## config.mk

```make
export PLATFORM = sky130hd
export DESIGN_NAME = alu_issue_stage_flat
export DESIGN_NICKNAME = d
export VERILOG_FILES = /design/src/rtl/alu_pkg.sv /design/src/rtl/alu_issue_stage_if.sv /design/src/rtl/alu_ctrl_enc.sv /design/src/rtl/alu_issue_stage.sv /design/src/flat_wrapper.sv
export SDC_FILE = /design/constraint.sdc
export NUM_CORES = 1
export LEC_CHECK = 0
export CORE_MARGIN = 1.5
export CORE_UTILIZATION = 25
export CTS_BUF_LIST = sky130_fd_sc_hd__clkbuf_2
export DETAILED_ROUTE_END_ITERATION = 7
export GPL_ROUTABILITY_DRIVEN = 0
export HOLD_SLACK_MARGIN = 0.06
export PLACE_DENSITY = 0.61
export SLEW_MARGIN = 20
export SYNTH_ARGS = -nofsm -noshare
export SYNTH_HDL_FRONTEND = slang
export SYNTH_SLANG_ARGS = --single-unit
```

## constraint.sdc

```tcl
create_clock -name clk_i -period 1.6 [get_ports clk_i]
set_clock_uncertainty 0.05 [all_clocks]
set_input_delay 0.24 -clock clk_i [delete_from_list [all_inputs] [get_ports clk_i]]
set_output_delay 0.24 -clock clk_i [all_outputs]
set_load 0.01 [all_outputs]
```

## src/rtl/alu_pkg.sv

```systemverilog
// Shared types and constants for the ALU issue stage and its opcode encoder.
package alu_pkg;

   localparam int DW = 16;
   localparam int RW = 3;

   typedef enum logic [2:0] {
      ALU_ADD     = 3'd0,
      ALU_SUB     = 3'd1,
      ALU_AND     = 3'd2,
      ALU_OR      = 3'd3,
      ALU_NOR     = 3'd4,
      ALU_XOR     = 3'd5,
      ALU_ILLEGAL = 3'd6
   } alu_op_e;

   localparam logic [2:0] OP_ARITH = 3'b100;
   localparam logic [2:0] OP_AND   = 3'b000;
   localparam logic [2:0] OP_OR    = 3'b001;
   localparam logic [2:0] OP_NOR   = 3'b010;
   localparam logic [2:0] OP_XOR   = 3'b011;

   // One held instruction, already encoded for the ALU.
   typedef struct packed {
      logic [DW-1:0] a;
      logic [DW-1:0] b;
      logic [2:0]    operation;
      logic          binvert;
      logic          carryin;
      logic [RW-1:0] rd;
      logic          reg_write;
      logic          illegal;
   } slot_t;

   localparam slot_t SLOT_RST = '{
      a:         {DW{1'b0}},
      b:         {DW{1'b0}},
      operation: OP_ARITH,
      binvert:   1'b1,
      carryin:   1'b0,
      rd:        {RW{1'b0}},
      reg_write: 1'b0,
      illegal:   1'b0
   };

endpackage

```

## src/rtl/alu_issue_stage_if.sv

```systemverilog
// Decode-side and EX-side handshake bundles of the ALU issue stage.
interface alu_dec_if;
   logic                     dec_valid;
   logic                     dec_ready;
   logic [2:0]               dec_alu_op;
   logic [alu_pkg::DW-1:0]   dec_rs_val;
   logic [alu_pkg::DW-1:0]   dec_rt_val;
   logic [alu_pkg::DW-1:0]   dec_imm;
   logic                     dec_use_imm;
   logic [alu_pkg::RW-1:0]   dec_rs;
   logic [alu_pkg::RW-1:0]   dec_rt;
   logic [alu_pkg::RW-1:0]   dec_rd;
   logic                     dec_reg_write;

   modport master (
      output dec_valid, dec_alu_op, dec_rs_val, dec_rt_val, dec_imm, dec_use_imm,
             dec_rs, dec_rt, dec_rd, dec_reg_write,
      input  dec_ready
   );
   modport slave (
      input  dec_valid, dec_alu_op, dec_rs_val, dec_rt_val, dec_imm, dec_use_imm,
             dec_rs, dec_rt, dec_rd, dec_reg_write,
      output dec_ready
   );
endinterface

interface alu_ex_if;
   logic                     ex_valid;
   logic                     ex_ready;
   logic [alu_pkg::DW-1:0]   A;
   logic [alu_pkg::DW-1:0]   B;
   logic [2:0]               operation;
   logic                     Binvert;
   logic                     carryin;
   logic [alu_pkg::RW-1:0]   ex_rd;
   logic                     ex_reg_write;
   logic                     ex_illegal;

   modport master (
      output ex_valid, A, B, operation, Binvert, carryin, ex_rd, ex_reg_write, ex_illegal,
      input  ex_ready
   );
   modport slave (
      input  ex_valid, A, B, operation, Binvert, carryin, ex_rd, ex_reg_write, ex_illegal,
      output ex_ready
   );
endinterface

```

## src/rtl/alu_ctrl_enc.sv

```systemverilog
// Combinational abstract-opcode to ALU operation/Binvert/carryin encoder.
module alu_ctrl_enc
   import alu_pkg::*;
(
   input  logic [2:0] op_i,
   output logic [2:0] operation_o,
   output logic       binvert_o,
   output logic       carryin_o,
   output logic       illegal_o
);

   // Opcode decode; unknown codes fall back to ADD and are flagged.
   always_comb begin
      operation_o = OP_ARITH;
      binvert_o   = 1'b1;
      carryin_o   = 1'b0;
      illegal_o   = 1'b0;
      case (op_i)
         ALU_ADD: operation_o = OP_ARITH;
         ALU_SUB: begin
            binvert_o = 1'b0;
            carryin_o = 1'b1;
         end
         ALU_AND: operation_o = OP_AND;
         ALU_OR:  operation_o = OP_OR;
         ALU_NOR: operation_o = OP_NOR;
         ALU_XOR: operation_o = OP_XOR;
         default: illegal_o = 1'b1;
      endcase
   end

endmodule

```

## src/rtl/alu_issue_stage.sv

```systemverilog
// ID/EX issue stage: encodes on entry and holds results in an output slot plus skid slot.
// Optional operand forwarding is built when macro FORWARD_EN is defined.
module alu_issue_stage
   import alu_pkg::*;
(
   input  logic          clk_i,
   input  logic          rst_i,
   input  logic          flush_i,
   alu_dec_if.slave      dec,
   alu_ex_if.master      ex,
   input  logic          fwd_valid_i,
   input  logic [RW-1:0] fwd_rd_i,
   input  logic [DW-1:0] fwd_data_i
);

   slot_t      entry_s;
   slot_t      out_q, out_d;
   slot_t      skid_q, skid_d;
   logic       out_vld_q, out_vld_d;
   logic       skid_vld_q, skid_vld_d;
   logic       dec_ready_q, dec_ready_d;
   logic [2:0] enc_op_s;
   logic       enc_binv_s, enc_cin_s, enc_ill_s;
   logic       accept_s, drain_s, load_out_s;

   alu_ctrl_enc u_enc (
      .op_i        (dec.dec_alu_op),
      .operation_o (enc_op_s),
      .binvert_o   (enc_binv_s),
      .carryin_o   (enc_cin_s),
      .illegal_o   (enc_ill_s)
   );

   // Build the encoded slot image of the instruction offered by decode.
   always_comb begin
      entry_s           = SLOT_RST;
      entry_s.a         = dec.dec_rs_val;
      entry_s.b         = dec.dec_use_imm ? dec.dec_imm : dec.dec_rt_val;
`ifdef FORWARD_EN
      if (fwd_valid_i && (fwd_rd_i != {RW{1'b0}}) && (fwd_rd_i == dec.dec_rs)) begin
         entry_s.a = fwd_data_i;
      end else begin
         entry_s.a = dec.dec_rs_val;
      end
      if (fwd_valid_i && (fwd_rd_i != {RW{1'b0}}) && !dec.dec_use_imm
          && (fwd_rd_i == dec.dec_rt)) begin
         entry_s.b = fwd_data_i;
      end else begin
         entry_s.b = dec.dec_use_imm ? dec.dec_imm : dec.dec_rt_val;
      end
`endif
      entry_s.operation = enc_op_s;
      entry_s.binvert   = enc_binv_s;
      entry_s.carryin   = enc_cin_s;
      entry_s.rd        = dec.dec_rd;
      entry_s.reg_write = dec.dec_reg_write & ~enc_ill_s;
      entry_s.illegal   = enc_ill_s;
   end

`ifndef FORWARD_EN
   logic unused_fwd_s;
   assign unused_fwd_s = ^{fwd_valid_i, fwd_rd_i, fwd_data_i, dec.dec_rs, dec.dec_rt};
`endif

   assign accept_s   = dec.dec_valid & dec_ready_q;
   assign drain_s    = out_vld_q & ex.ex_ready;
   assign load_out_s = ~out_vld_q | drain_s;

   // Slot next-state: flush wins, otherwise skid drains ahead of any newer entry.
   always_comb begin
      out_d      = out_q;
      skid_d     = skid_q;
      out_vld_d  = out_vld_q;
      skid_vld_d = skid_vld_q;
      if (flush_i) begin
         out_vld_d  = 1'b0;
         skid_vld_d = 1'b0;
      end else if (load_out_s) begin
         if (skid_vld_q) begin
            out_d      = skid_q;
            out_vld_d  = 1'b1;
            skid_vld_d = accept_s;
            skid_d     = accept_s ? entry_s : skid_q;
         end else begin
            out_vld_d = accept_s;
            out_d     = accept_s ? entry_s : out_q;
         end
      end else if (accept_s) begin
         skid_d     = entry_s;
         skid_vld_d = 1'b1;
      end else begin
         skid_vld_d = skid_vld_q;
      end
      dec_ready_d = ~skid_vld_d;
   end

   // State registers with synchronous reset.
   always_ff @(posedge clk_i) begin
      if (rst_i) begin
         out_q       <= SLOT_RST;
         skid_q      <= SLOT_RST;
         out_vld_q   <= 1'b0;
         skid_vld_q  <= 1'b0;
         dec_ready_q <= 1'b1;
      end else begin
         out_q       <= out_d;
         skid_q      <= skid_d;
         out_vld_q   <= out_vld_d;
         skid_vld_q  <= skid_vld_d;
         dec_ready_q <= dec_ready_d;
      end
   end

   assign dec.dec_ready   = dec_ready_q;
   assign ex.ex_valid     = out_vld_q;
   assign ex.A            = out_q.a;
   assign ex.B            = out_q.b;
   assign ex.operation    = out_q.operation;
   assign ex.Binvert      = out_q.binvert;
   assign ex.carryin      = out_q.carryin;
   assign ex.ex_rd        = out_q.rd;
   assign ex.ex_reg_write = out_q.reg_write & out_vld_q;
   assign ex.ex_illegal   = out_q.illegal;

endmodule

```

## src/flat_wrapper.sv

```systemverilog
// flat-port wrapper written by rule: the top's interface ports become plain ports
module alu_issue_stage_flat import alu_pkg::*;
  (clk_i, rst_i, flush_i, fwd_valid_i, fwd_rd_i, fwd_data_i, dec_dec_valid, dec_dec_alu_op, dec_dec_rs_val, dec_dec_rt_val, dec_dec_imm, dec_dec_use_imm, dec_dec_rs, dec_dec_rt, dec_dec_rd, dec_dec_reg_write, dec_dec_ready, ex_ex_valid, ex_A, ex_B, ex_operation, ex_Binvert, ex_carryin, ex_ex_rd, ex_ex_reg_write, ex_ex_illegal, ex_ex_ready);
  alu_dec_if dec_i ();
  alu_ex_if ex_i ();
  input  logic clk_i;
  input  logic rst_i;
  input  logic flush_i;
  input  logic fwd_valid_i;
  input  logic [RW-1:0] fwd_rd_i;
  input  logic [DW-1:0] fwd_data_i;
  input wire logic [$bits(dec_i.dec_valid)-1:0] dec_dec_valid;
  input wire logic [$bits(dec_i.dec_alu_op)-1:0] dec_dec_alu_op;
  input wire logic [$bits(dec_i.dec_rs_val)-1:0] dec_dec_rs_val;
  input wire logic [$bits(dec_i.dec_rt_val)-1:0] dec_dec_rt_val;
  input wire logic [$bits(dec_i.dec_imm)-1:0] dec_dec_imm;
  input wire logic [$bits(dec_i.dec_use_imm)-1:0] dec_dec_use_imm;
  input wire logic [$bits(dec_i.dec_rs)-1:0] dec_dec_rs;
  input wire logic [$bits(dec_i.dec_rt)-1:0] dec_dec_rt;
  input wire logic [$bits(dec_i.dec_rd)-1:0] dec_dec_rd;
  input wire logic [$bits(dec_i.dec_reg_write)-1:0] dec_dec_reg_write;
  output wire logic [$bits(dec_i.dec_ready)-1:0] dec_dec_ready;
  output wire logic [$bits(ex_i.ex_valid)-1:0] ex_ex_valid;
  output wire logic [$bits(ex_i.A)-1:0] ex_A;
  output wire logic [$bits(ex_i.B)-1:0] ex_B;
  output wire logic [$bits(ex_i.operation)-1:0] ex_operation;
  output wire logic [$bits(ex_i.Binvert)-1:0] ex_Binvert;
  output wire logic [$bits(ex_i.carryin)-1:0] ex_carryin;
  output wire logic [$bits(ex_i.ex_rd)-1:0] ex_ex_rd;
  output wire logic [$bits(ex_i.ex_reg_write)-1:0] ex_ex_reg_write;
  output wire logic [$bits(ex_i.ex_illegal)-1:0] ex_ex_illegal;
  input wire logic [$bits(ex_i.ex_ready)-1:0] ex_ex_ready;
  assign dec_i.dec_valid = dec_dec_valid;
  assign dec_i.dec_alu_op = dec_dec_alu_op;
  assign dec_i.dec_rs_val = dec_dec_rs_val;
  assign dec_i.dec_rt_val = dec_dec_rt_val;
  assign dec_i.dec_imm = dec_dec_imm;
  assign dec_i.dec_use_imm = dec_dec_use_imm;
  assign dec_i.dec_rs = dec_dec_rs;
  assign dec_i.dec_rt = dec_dec_rt;
  assign dec_i.dec_rd = dec_dec_rd;
  assign dec_i.dec_reg_write = dec_dec_reg_write;
  assign dec_dec_ready = dec_i.dec_ready;
  assign ex_ex_valid = ex_i.ex_valid;
  assign ex_A = ex_i.A;
  assign ex_B = ex_i.B;
  assign ex_operation = ex_i.operation;
  assign ex_Binvert = ex_i.Binvert;
  assign ex_carryin = ex_i.carryin;
  assign ex_ex_rd = ex_i.ex_rd;
  assign ex_ex_reg_write = ex_i.ex_reg_write;
  assign ex_ex_illegal = ex_i.ex_illegal;
  assign ex_i.ex_ready = ex_ex_ready;
  alu_issue_stage u_core (.clk_i(clk_i), .rst_i(rst_i), .flush_i(flush_i), .dec(dec_i), .ex(ex_i), .fwd_valid_i(fwd_valid_i), .fwd_rd_i(fwd_rd_i), .fwd_data_i(fwd_data_i));
endmodule
```

==> flow_metrics.env <==
export IMPL_outcome="complete, but fails checks"
export IMPL_violations="negative setup slack"
export IMPL_ys_types=33
export IMPL_vias=3480
export IMPL_worstSetupPathType="flip-flop to flip-flop"
export IMPL_finalSetupTns_ns=-0.172
export IMPL_drt_wl_total_um=11300
export IMPL_cp_start_kind="flip-flop"
export IMPL_die_area_sq_um=16200
export IMPL_worst_pin_slew_ns=0.513
export IMPL_cts_sinks=87
export IMPL_areaGrowthSynthToFinish_pct=48.6
export IMPL_grt_pass1_vias=3276
export IMPL_rows=45
export IMPL_ys_seq_elements=87
export IMPL_antenna_cells=0
export IMPL_grtUsageMet1_pct=15.3
export IMPL_maxCapViolCount=0
export IMPL_drive_above_1_share_pct=30.4
export IMPL_final_cell_mix="nand2_1 (78), clkdlybuf4s50_1 (59), dfxtp_1 (46), buf_4 (39), dfxtp_2 (39)"
export IMPL_clockBufferDepth=2
export IMPL_die_y_um=127
export IMPL_timing_final_ws_setup_ns=-0.0576
export IMPL_wl_per_cell_um=15.1
export IMPL_syn_cell_area_sq_um=3860
export IMPL_holdCritPathClass="input pin to flip-flop"
export IMPL_final_common_cell="nand2_1"
export IMPL_start_util_pct=25.5
export IMPL_drtIter0Drc=154
export IMPL_placeableCoreArea_sq_um=15100
export IMPL_rsz0062_at_grt="yes"
export IMPL_dpl_hpwl_um=6960
export IMPL_endpoint_kind="flip-flop"
export IMPL_required_ns=2.07
export IMPL_die_x_um=127
export IMPL_critPathArrivalTime_ns=2.12
export IMPL_grt_start_max_net_pins=43
export IMPL_yosys_warnings=0
export IMPL_grt_busiest_layer="met2"
export IMPL_drt_first_pass_iters=4
export IMPL_min_delay_path_depth=3
export IMPL_clockRootBuffer="clkbuf_2"
export IMPL_routed_via_density=4.65
export IMPL_clk_latency_ns=0.58
export IMPL_max_slew_margin_pct=65.3
export IMPL_io_pins=131
export IMPL_finalHoldViolCount=0
export IMPL_p_total_mw=4.09
export IMPL_r2r_cells=8
export IMPL_synth_nets=536
export IMPL_finalCritPeriodShare_pct=104
export IMPL_met3_usage_pct=3.60
export IMPL_pwr_density_cell_nw_per_um2=712
export IMPL_cts_buffers=9
export IMPL_grtUsageTotal_pct=12.6
export IMPL_syn_area_per_cell_sq_um=8.60
export IMPL_use_met2_pct=21.0
export IMPL_fin_nets=642
export IMPL_critPathMaxFanout=5
export IMPL_cts_tree="yes"
export IMPL_final_max_slew_viol_count=0
export IMPL_clkSlewWorstSetupHoldPaths_ns=0.24
export IMPL_drc=0
export IMPL_grt_pass1_wl_um=16000
export IMPL_place_area_sq_um=5080
export IMPL_synth_cells=449
export IMPL_yosysSeqAreaShare_pct=45.1
export IMPL_final_antenna_net_count=0
export IMPL_antenna_found_initial=0
export IMPL_clock_fmax_ghz=0.603
export IMPL_min_period_ns=1.66
export IMPL_htreeDepth=3
export IMPL_design_area_sq_um=5740
export IMPL_grt_ovfl_total=0
export IMPL_setup_violations=12
export IMPL_io_buffers=104
export IMPL_p_leak_nw=2.17
export IMPL_dp_worst_setup_slack_ns=-0.398
export IMPL_ir_drop_mv=0.300
cells by family after synthesis:
family,share of synthesized area [%]
compound gates,18.2
xor+xnor,0.227
flops,45.1
buf+inv,11.4
mux,9.07
simple gates,16.0
where the power goes:
| part | leakage, nW | internal (mW) | switching (mW) |
|---|---|---|---|
| Clock | 0.0597 | 0.204 | 0.774 |
| Combinational | 1.39 | 0.449 | 0.357 |
| Sequential | 0.723 | 2.26 | 0.0413 |
| Total | 2.17 | 2.91 | 1.17 |
cells in the mapped netlist, drive strengths merged:
| library cell | instances | share of area [%] |
|---|---|---|
| mux2i | 35 | 9.1 |
| a211o | 3 | 0.68 |
| nor3 | 6 | 0.91 |
| inv | 2 | 0.19 |
| or3 | 1 | 0.16 |
| a211oi | 39 | 7.9 |
| o211ai | 16 | 3.1 |
| dfxtp | 87 | 45 |
| nor2b | 1 | 0.16 |
| buf | 47 | 8.8 |
| nand2b | 2 | 0.52 |
| nor3b | 1 | 0.19 |
| a2111oi | 1 | 0.23 |
| a21o | 1 | 0.19 |
| a21oi | 41 | 5.3 |
| nand3b | 1 | 0.19 |
| xor2 | 1 | 0.23 |
| o21ai | 1 | 0.13 |
| and2 | 2 | 0.32 |
| nand3 | 6 | 0.78 |
| a311oi | 2 | 0.45 |
| nor4b | 1 | 0.23 |
| nand2 | 79 | 7.7 |
| or4b | 1 | 0.36 |
| a21boi | 1 | 0.19 |
| nor2 | 46 | 4.5 |
| clkbuf | 25 | 2.4 |
area by class of cell:
class	instances	area (sq um)
flip-flops and latches	87	1800
repair buffers	167	1730
fillers	1536	9410
well taps	188	235
clock inverters	6	36.3
multi-input cells	288	1880
clock buffers	10	50.0
inverters	2	10.0
stage by stage:
step	instances	hold WS [ns]	util (%)
floorplan	449	0.326	-
global placement	707	0.390	33.5
detailed placement	707	0.396	33.5
CTS	731	-0.0996	34.5
global route	748	0.0999	37.9
finish	748	0.150	37.9
per-layer routing:
metal | vias up | part of all wire [%]
met2 | 84 | 49
li1 | 1726 | -
met1 | 1655 | 45
met5 | - | 0
met3 | 15 | 4.6
met4 | 0 | 1.8
flip-flops by register name, summed over array words and instances (netlist names):
name                  count
u_core.skid_q            42
u_core.ex.Binvert         1
u_core.skid_vld_q         1
u_core.out_q              1
u_core.ex.ex_rd           3
u_core.dec.dec_ready      1
u_core.ex.A              16
u_core.ex.carryin         1
u_core.ex.ex_valid        1
u_core.ex.B              16
u_core.ex.ex_illegal      1
u_core.ex.operation       3
worst paths after layout:
check                          start                 to  slack (ns)
hold reg to reg      u_core.ex.B[14]    u_core.ex.B[14]        0.42
setup / recovery  u_core.ex.ex_valid  u_core.skid_q[12]       -0.06
setup reg to reg  u_core.ex.ex_valid  u_core.skid_q[12]       -0.06
hold / removal         dec_dec_rd[0]   u_core.skid_q[2]        0.15
critical path, cell delays in order (launching register included):
cell and delay (ns):
dfxtp_4 0.41, buf_6 0.10, nand2b_4 0.05, buf_6 0.12
a211oi_4 0.26, buf_6 0.19, clkbuf_16 0.17, nor2_2 0.04
a211oi_2 0.20
repair_timing:
action                                 4_1_cts  5_1_grt
buffers inserted                             8        8
setup endpoints to repair                   44      104
endpoints found under the hold margin        9        8
pin swaps                                   17       37
gates resized for setup                     90       68
gates cloned                                 0        8
No activity file was read; power rests on OpenSTA's default activity.
